$ cat config.mk
export PLATFORM = sky130hd
export DESIGN_NAME = timer_cmd_tx
export DESIGN_NICKNAME = d
export VERILOG_FILES = /design/src/rtl/timer_cmd_pkg.sv /design/src/rtl/tcmd_shifter.sv /design/src/rtl/timer_cmd_tx.sv
export SDC_FILE = /design/constraint.sdc
export NUM_CORES = 1
export LEC_CHECK = 0
export CAP_MARGIN = 10
export CORE_MARGIN = 2
export CORE_UTILIZATION = 50
export CTS_CLUSTER_DIAMETER = 50
export DETAILED_ROUTE_END_ITERATION = 16
export GPL_TIMING_DRIVEN = 0
export PLACE_DENSITY_LB_ADDON = 0.1
export SYNTH_ARGS = -nofsm -noshare
export SYNTH_HDL_FRONTEND = slang
export SYNTH_SLANG_ARGS = --single-unit
export TNS_END_PERCENT = 20
$ cat constraint.sdc
create_clock -name clk -period 5.9 [get_ports clk]
set_clock_uncertainty 0.05 [all_clocks]
set_input_delay 1.18 -clock clk [delete_from_list [all_inputs] [get_ports clk]]
set_output_delay 1.18 -clock clk [all_outputs]
set_load 0.005 [all_outputs]
$ cat src/rtl/timer_cmd_pkg.sv
// Shared types and constants for the timer command transmitter.
// The frame is the fixed 1101 preamble followed by the 4-bit delay, MSB first.
package timer_cmd_pkg;

    typedef enum logic [2:0] {
        StIdle,
        StGap,
        StSend,
        StWaitDone,
        StAckWait,
        StAck
    } tcmd_state_t;

    localparam logic [3:0]  PREAMBLE   = 4'b1101;
    localparam int unsigned FRAME_BITS = 8;

    function automatic logic [FRAME_BITS-1:0] build_frame(input logic [3:0] delay);
        return {PREAMBLE, delay};
    endfunction

endpackage

$ cat src/rtl/tcmd_shifter.sv
// MSB-first parallel-load shift register for one command frame.
// Tracks how many bits have left; last_o is high once the whole frame is out.
module tcmd_shifter
    import timer_cmd_pkg::*;
(
    input  logic                  clk,
    input  logic                  resetn,
    input  logic                  load_i,
    input  logic                  shift_i,
    input  logic [FRAME_BITS-1:0] data_i,
    output logic                  msb_o,
    output logic                  last_o
);

    localparam int unsigned CntW = $clog2(FRAME_BITS + 1);

    logic [FRAME_BITS-1:0] sreg_q, sreg_d;
    logic [CntW-1:0]       cnt_q, cnt_d;

    always_comb begin
        sreg_d = sreg_q;
        cnt_d  = cnt_q;
        if (load_i) begin
            // Load together with shift means bit 7 leaves on the load edge.
            if (shift_i) begin
                sreg_d = {data_i[FRAME_BITS-2:0], 1'b0};
                cnt_d  = CntW'(1);
            end else begin
                sreg_d = data_i;
                cnt_d  = '0;
            end
        end else if (shift_i) begin
            sreg_d = {sreg_q[FRAME_BITS-2:0], 1'b0};
            if (cnt_q != CntW'(FRAME_BITS)) begin
                cnt_d = CntW'(cnt_q + 1'b1);
            end
        end
    end

    always_ff @(posedge clk or negedge resetn) begin
        if (!resetn) begin
            sreg_q <= '0;
            cnt_q  <= '0;
        end else begin
            sreg_q <= sreg_d;
            cnt_q  <= cnt_d;
        end
    end

    assign msb_o  = sreg_q[FRAME_BITS-1];
    assign last_o = (cnt_q == CntW'(FRAME_BITS));

endmodule

$ cat src/rtl/timer_cmd_tx.sv
// Host-side driver for the serial start-pattern timer: sends preamble + delay on d,
// then waits for done, answers with ack, and aborts with an err pulse on watchdog expiry.
module timer_cmd_tx
    import timer_cmd_pkg::*;
#(
    parameter int unsigned IDLE_GAP       = 1,
    parameter int unsigned ACK_DELAY      = 0,
    parameter int unsigned TIMEOUT_CYCLES = 17000
) (
    input  logic       clk,
    input  logic       resetn,
    input  logic       cmd_valid,
    input  logic [3:0] cmd_delay,
    output logic       cmd_ready,
    output logic       d,
    input  logic       done,
    output logic       ack,
    output logic       busy,
    output logic       err
);

    localparam bit          WdEn = (TIMEOUT_CYCLES != 0);
    localparam int unsigned WdW  = WdEn ? $clog2(TIMEOUT_CYCLES + 1) : 1;
    localparam logic [WdW-1:0] WdLast = WdEn ? WdW'(TIMEOUT_CYCLES - 1) : '0;
    localparam logic [WdW-1:0] WdMax  = '1;
    localparam logic [3:0]     GapLast = 4'(IDLE_GAP);
    localparam logic [3:0]     AckLast = 4'(ACK_DELAY);

    tcmd_state_t state_q, state_d;
    logic [3:0]     cnt_q, cnt_d;
    logic [WdW-1:0] wd_q, wd_d;
    logic           d_q, d_d;
    logic           ack_q, ack_d;
    logic           err_q, err_d;

    logic                  sh_load, sh_shift, sh_msb, sh_last;
    logic [FRAME_BITS-1:0] frame;

    assign frame = build_frame(cmd_delay);

    tcmd_shifter u_shifter (
        .clk     (clk),
        .resetn  (resetn),
        .load_i  (sh_load),
        .shift_i (sh_shift),
        .data_i  (frame),
        .msb_o   (sh_msb),
        .last_o  (sh_last)
    );

    // d_d is the value d will carry in the cycle after this edge, so a bit is
    // emitted on every edge whose next state is StSend.
    always_comb begin
        state_d  = state_q;
        cnt_d    = cnt_q;
        wd_d     = wd_q;
        d_d      = 1'b0;
        ack_d    = 1'b0;
        err_d    = 1'b0;
        sh_load  = 1'b0;
        sh_shift = 1'b0;
        unique case (state_q)
            StIdle: begin
                if (cmd_valid) begin
                    sh_load = 1'b1;
                    if (IDLE_GAP == 0) begin
                        sh_shift = 1'b1;
                        d_d      = frame[FRAME_BITS-1];
                        state_d  = StSend;
                    end else begin
                        cnt_d   = 4'd1;
                        state_d = StGap;
                    end
                end
            end
            StGap: begin
                if (cnt_q == GapLast) begin
                    sh_shift = 1'b1;
                    d_d      = sh_msb;
                    state_d  = StSend;
                end else begin
                    cnt_d = cnt_q + 4'd1;
                end
            end
            StSend: begin
                if (sh_last) begin
                    wd_d    = '0;
                    state_d = StWaitDone;
                end else begin
                    sh_shift = 1'b1;
                    d_d      = sh_msb;
                end
            end
            StWaitDone: begin
                // done takes priority over a watchdog expiry on the same edge.
                if (done) begin
                    if (ACK_DELAY == 0) begin
                        ack_d   = 1'b1;
                        state_d = StAck;
                    end else begin
                        cnt_d   = 4'd1;
                        state_d = StAckWait;
                    end
                end else if (WdEn && (wd_q == WdLast)) begin
                    err_d   = 1'b1;
                    state_d = StIdle;
                end else if (wd_q != WdMax) begin
                    wd_d = wd_q + 1'b1;
                end
            end
            StAckWait: begin
                if (cnt_q == AckLast) begin
                    ack_d   = 1'b1;
                    state_d = StAck;
                end else begin
                    cnt_d = cnt_q + 4'd1;
                end
            end
            StAck: begin
                if (done) begin
                    ack_d = 1'b1;
                end else begin
                    state_d = StIdle;
                end
            end
            default: state_d = StIdle;
        endcase
    end

    always_ff @(posedge clk or negedge resetn) begin
        if (!resetn) begin
            state_q <= StIdle;
            cnt_q   <= '0;
            wd_q    <= '0;
            d_q     <= 1'b0;
            ack_q   <= 1'b0;
            err_q   <= 1'b0;
        end else begin
            state_q <= state_d;
            cnt_q   <= cnt_d;
            wd_q    <= wd_d;
            d_q     <= d_d;
            ack_q   <= ack_d;
            err_q   <= err_d;
        end
    end

    assign cmd_ready = (state_q == StIdle);
    assign busy      = (state_q != StIdle);
    assign d         = d_q;
    assign ack       = ack_q;
    assign err       = err_q;

endmodule

# Word-level counts from Yosys, hierarchy flattened
# Index checks and enable logic that the tools add are counted.
[op_classes]
n_eq_ne = 21
n_mux = 38
reduce_logical = 12
add_sub_neg = 3
[op_table]
columns = ["cell", "count"]
rows = [
  ["$mux W15", 4],
  ["$pmux W15 S2", 1],
  ["$mux W4", 6],
  ["$mux W3", 7],
  ["$ne A2 B2 Y1 const B", 10],
  ["$pmux W3 S6", 1],
  ["$mux W8", 2],
  ["$add A15 B1 Y15 const B", 1],
  ["$eq A15 B15 Y1 const B", 1],
  ["$ne A15 B15 Y1 const B", 1],
  ["$mux W1", 12],
  ["$pmux W4 S3", 1],
  ["$add A4 B1 Y4 const B", 2],
  ["$mux W7", 1],
  ["$eq A3 B2 Y1 const B", 2],
  ["$eq A3 B3 Y1 const B", 2],
  ["$pmux W1 S2", 3],
  ["$reduce_and A6 Y1", 1],
  ["$reduce_bool A2 Y1", 3],
  ["$reduce_bool A3 Y1", 2],
  ["$reduce_and A5 Y1", 1],
  ["$eq A4 B1 Y1 const B", 1],
  ["$eq A4 B4 Y1 const B", 1],
  ["$logic_not A4 Y1", 1],
  ["7 further kinds", 7],
]
[totals]
output_inout_bits = 5
in_bits = 8
reg_bits = 37

# Logic depth before layout (Yosys ltp)
# Gate-level depths: netlist (run 1).
[depth]
word_depth = 5
ltp_mapped = 9
depth_no_buf = 7

# Cells and area by module
# From an unflattened synthesis (run 1), not the netlist that was laid out.
[hier_totals]
hier_cells = 212
hier_area_um2 = 2218.4
[by_module_without_submodules]
columns = ["module", "area_per_inst_um2", "cells_per_inst", "instances"]
rows = [
  ["timer_cmd_tx", 1562.7, 169, 1],
  ["tcmd_shifter", 655.6, 43, 1],
]

# Worst setup path after synthesis (run 1)
# OpenSTA, ideal clock, no wires.
[synth_path]
kind = "input -> register"
from = "input port done"
to = "register wd_q[10]"
cell_stages = 7
arrival_ns = 2.477
t_required_ns = 5.773
path_slack_ns = 3.296
path_buffers = 3
path_cell_list = "buf_2 > or2_1 > buf_2 > and2_1 > clkbuf_1 > or4_1 > o21ai_1"
[synth_between]
elab_chain_cells = 2
[synth_rtl]
columns = ["item", "line_no", "rtl"]
rows = [
  ["start, declared", "timer_cmd_tx.sv:16", "input logic done,"],
  ["$ne A2 B2 Y1 (no line)", "-", ""],
  ["$reduce_and A5 Y1 (no line)", "-", ""],
  ["end signal, assigned", "timer_cmd_tx.sv:141", "wd_q <= wd_d;"],
  ["end, declared", "timer_cmd_tx.sv:31", "logic [WdW-1:0] wd_q, wd_d;"],
]
# No other way between the ends.
# A chain may end at the register's enable or synchronous reset.

# Worst setup path after layout (run 1)
[layout_path]
from = "register state_q[1]"
to = "output port cmd_ready"
[layout_between]
elab_chain_cells = 1
[layout_rtl]
columns = ["item", "line_no", "rtl"]
rows = [
  ["start, declared", "timer_cmd_tx.sv:29", "tcmd_state_t state_q, state_d;"],
  ["start signal, assigned", "timer_cmd_tx.sv:132", "state_q <= StIdle;"],
  ["start signal, assigned", "timer_cmd_tx.sv:139", "state_q <= state_d;"],
  ["$logic_not A3 Y1", "timer_cmd_tx.sv:148", "assign cmd_ready = (state_q == StIdle);"],
  ["end, declared", "timer_cmd_tx.sv:14", "output logic cmd_ready,"],
]
# No other way between the ends.

==> reports/metrics.csv, run 1 <==
metric,value,unit
Top Layer Used,met4,
Power Density,425.5,nW/um2
# resized after CTS,0,
io pins,13,
"FFs w/ async S/R, synth",100.0,%
Synth Instances,236,
# rows,23,
Final HPWL DP,3.049,mm
Setup TNS Final,0,ps
Synthesized Nets,250,
clk sink count,37,
layout cells sized above 1,7.451,%
drt total wl,4.366,mm
1st-pass router iterations,5,
total grt overflow,0,
CP startpoint kind,register,
CTS root buffer,clkbuf_8,
NumNets Final,268,
Crit Path Max Fanout,10,
Die Area,4758,um2
"Reg clk slew, reported paths",80,ps
setup ws final,2851,ps
cts bufs inserted,5,
core area,4029,um2
Clock Latency Late Sink,300,ps
Crit path required time,4670,ps
Ant. Diodes,0,
Die Width,68.98,um
VDD IR max,0.2129,mV
Synth Area per Inst,8.944,um2
"Hold Vio Cnt, Final",0,
drt drc,0,
Final period util,51.68,%
status,finished clean,
final-report setup violation count,0,
vias in the first global route,1489,
#FFs+latches synth,37,
Initial DRC Count,96,
final antenna-violating net count,0,
synthesized cell area,2111,um2
Total Routing Usage GR,21.23,%
setup repair bufs after CTS,0,
metal1 wirelength,2.280,mm
Period minus WS final,3049,ps
wire length on met2,1.839,mm
GP Congestion,0.8722,
CTS tree,built,
first-pass GRT wire length,7.355,mm
initial antenna violation count,0,
hold_buf cts,0,
max cap viols,0,
dominant cell type by area after synthesis,dfrtp_1,
Crit Path Category,register to primary output,
Starting Density,52.39,%
met3 wire len,173,um
clock buffer depth,2,
sequential area share after synthesis,43.86,%
"Distinct cells, synth",46,
Post-synth EDFFs,0,
Worst Setup End Kind,primary output,
Place WS,3061,ps
RSZ-0062 raised after global routing,no,
via/cell ratio,5.800,
Synth top area share,43.86,%
yosys warns,0,
total number of vias,1769,
main flop type after synthesis,dfrtp_1,
I/O Buffers,11,
Wirelength per Cell,14.31,um
Chip Height,68.98,um
htree depth,2,
Lkg Pwr,1.023,nW
largest net degree at the start of global routing,38,
Synth area leaders,"dfrtp_1, nand2_1, mux2i_1",
worst hold path type,register to register,
slew margin rel.,30.13,%
Worst Tran Pin Value,1040,ps
Area growth syn-to-layout,13.63,%
max-slew violation count,0,
"Arr. time, crit path",1820,ps
maximum clock rate,328.0,MHz
==> power by group <==
group	internal, mW	switching [mW]
logic	0.180	0.228
clock network	0.137	0.0966
registers	0.325	0.0533
total	0.643	0.378
==> worst paths after layout <==
path | start | to | slack (ps) | cells past startpoint
worst max-delay path | state_q[1] | cmd_ready | 2850 | 3
worst min-delay path | u_shifter.cnt_q[3] | u_shifter.cnt_q[3] | 460 | 1
worst max register to register | state_q[0] | wd_q[11] | 3650 | 5
max in group asynchronous | resetn | wd_q[11] | 4370 | 1
worst min register to register | u_shifter.cnt_q[3] | u_shifter.cnt_q[3] | 460 | 1
min in group asynchronous | resetn | wd_q[3] | 930 | 1
==> Yosys cell counts (all sizes together) (2+ instances only) <==
cell type,instances
a32o,2
nor4bb,2
nand3b,3
mux2i,8
or4,5
o31ai,9
nor2,18
a31oi,6
and3,2
and2,4
o311ai,4
xor2,2
o21ai,16
inv,10
clkbuf,6
nand3,11
o211ai,3
buf,7
nand4,4
nand2b,2
nor2b,3
nor3b,3
nand2,31
dfrtp,37
nor3,6
nor4b,2
ha,6
or2,2
a21oi,12
==> per-stage QoR <==
step / utilization, % / total power, mW / area [um2] / hold WS, ps / std cells
4_1_cts: 59.53 / 1.032 / 2399 / 457.1 / 305
6_report: 59.53 / 1.021 / 2399 / 456.0 / 305
5_1_grt: 59.53 / 1.112 / 2399 / 489.2 / 305
2_1_floorplan: - / 0.6824 / 2111 / 402.4 / 236
3_3_place_gp: 56.68 / 0.7869 / 2283 / 429.6 / 297
3_5_place_dp: 56.55 / 0.7947 / 2278 / 442.7 / 297
==> critical path, stage by stage (launching register included) <==
cell	delay [ps]
dfrtp_1	420
buf_4	180
nor3_1	340
clkdlybuf4s50_1	580
==> area by class of cell <==
class / instances / area [um2]
fill: 373 / 1630
timing repair buffer: 11 / 105.1
clock inverter: 2 / 37.54
inverter: 10 / 37.54
multi-input combinational: 176 / 1089
clock buffer: 6 / 82.58
buffer: 13 / 58.81
tap: 50 / 62.56
sequential: 37 / 925.9
==> per-layer routing <==
layer,up-vias,track usage (%)
li1,899,-
met1,834,32.99
met2,31,27.28
met5,-,0
met4,0,8.088
met3,5,5.844
==> cell families after synthesis <==
family / count (synthesis) / share of synthesized area, %
adders and majority gates: 6 / 3.557
xor gates and xnor gates: 2 / 0.8300
DFF: 37 / 43.86
buffers and inverters: 23 / 4.564
AOI/OAI and AO/OA: 59 / 18.08
muxes: 8 / 3.794
and+or+nand+nor: 101 / 25.31
==> flip-flops by register name, indices dropped and copies added (netlist names) <==
name and count:
ack 1, state_q 3, u_shifter.cnt_q 4, d 1, u_shifter.sreg_q 8, cnt_q 4, err 1, wd_q 15
==> layout by cell type, fill, tap and decap left out, drive strengths merged, types with 2 or more instances in the layout <==
cell	count
dfrtp	37
nand2	31
nor2	18
o21ai	16
a21oi	12
clkbuf	12
nand3	11
clkdlybuf4s50	10
inv	10
o31ai	9
mux2i	8
buf	8
nor3	6
a31oi	6
ha	6
or4	5
and2	4
nand4	4
o311ai	4
nor2b	3
o211ai	3
nor3b	3
nand3b	3
a32o	2
nor4b	2
nor4bb	2
or2	2
xor2	2
nand2b	2
and3	2
Note: power is estimated with default switching activity, not from simulation.
==> inputs of run 2 (changes only) <==
==> constraint.sdc (replaced) <==
create_clock -name clk -period 3 [get_ports clk]
set_clock_uncertainty 0.05 [all_clocks]
set_input_delay 0.6 -clock clk [delete_from_list [all_inputs] [get_ports clk]]
set_output_delay 0.6 -clock clk [all_outputs]
set_load 0.005 [all_outputs]
==> results of run 2 <==
Same layout as run 1 (identical final DEF). Status: finished clean.
Main changes from that run: setup slack after placement 3061 ps -> 733.9 ps; setup slack after layout 2851 ps -> 530.9 ps; hold slack 456.0 ps -> 346.1 ps; register-to-register setup slack 3650 ps -> 750 ps; total power 1.021 mW -> 2.007 mW; worst IR drop on VDD 0.2129 mV -> 0.4188 mV
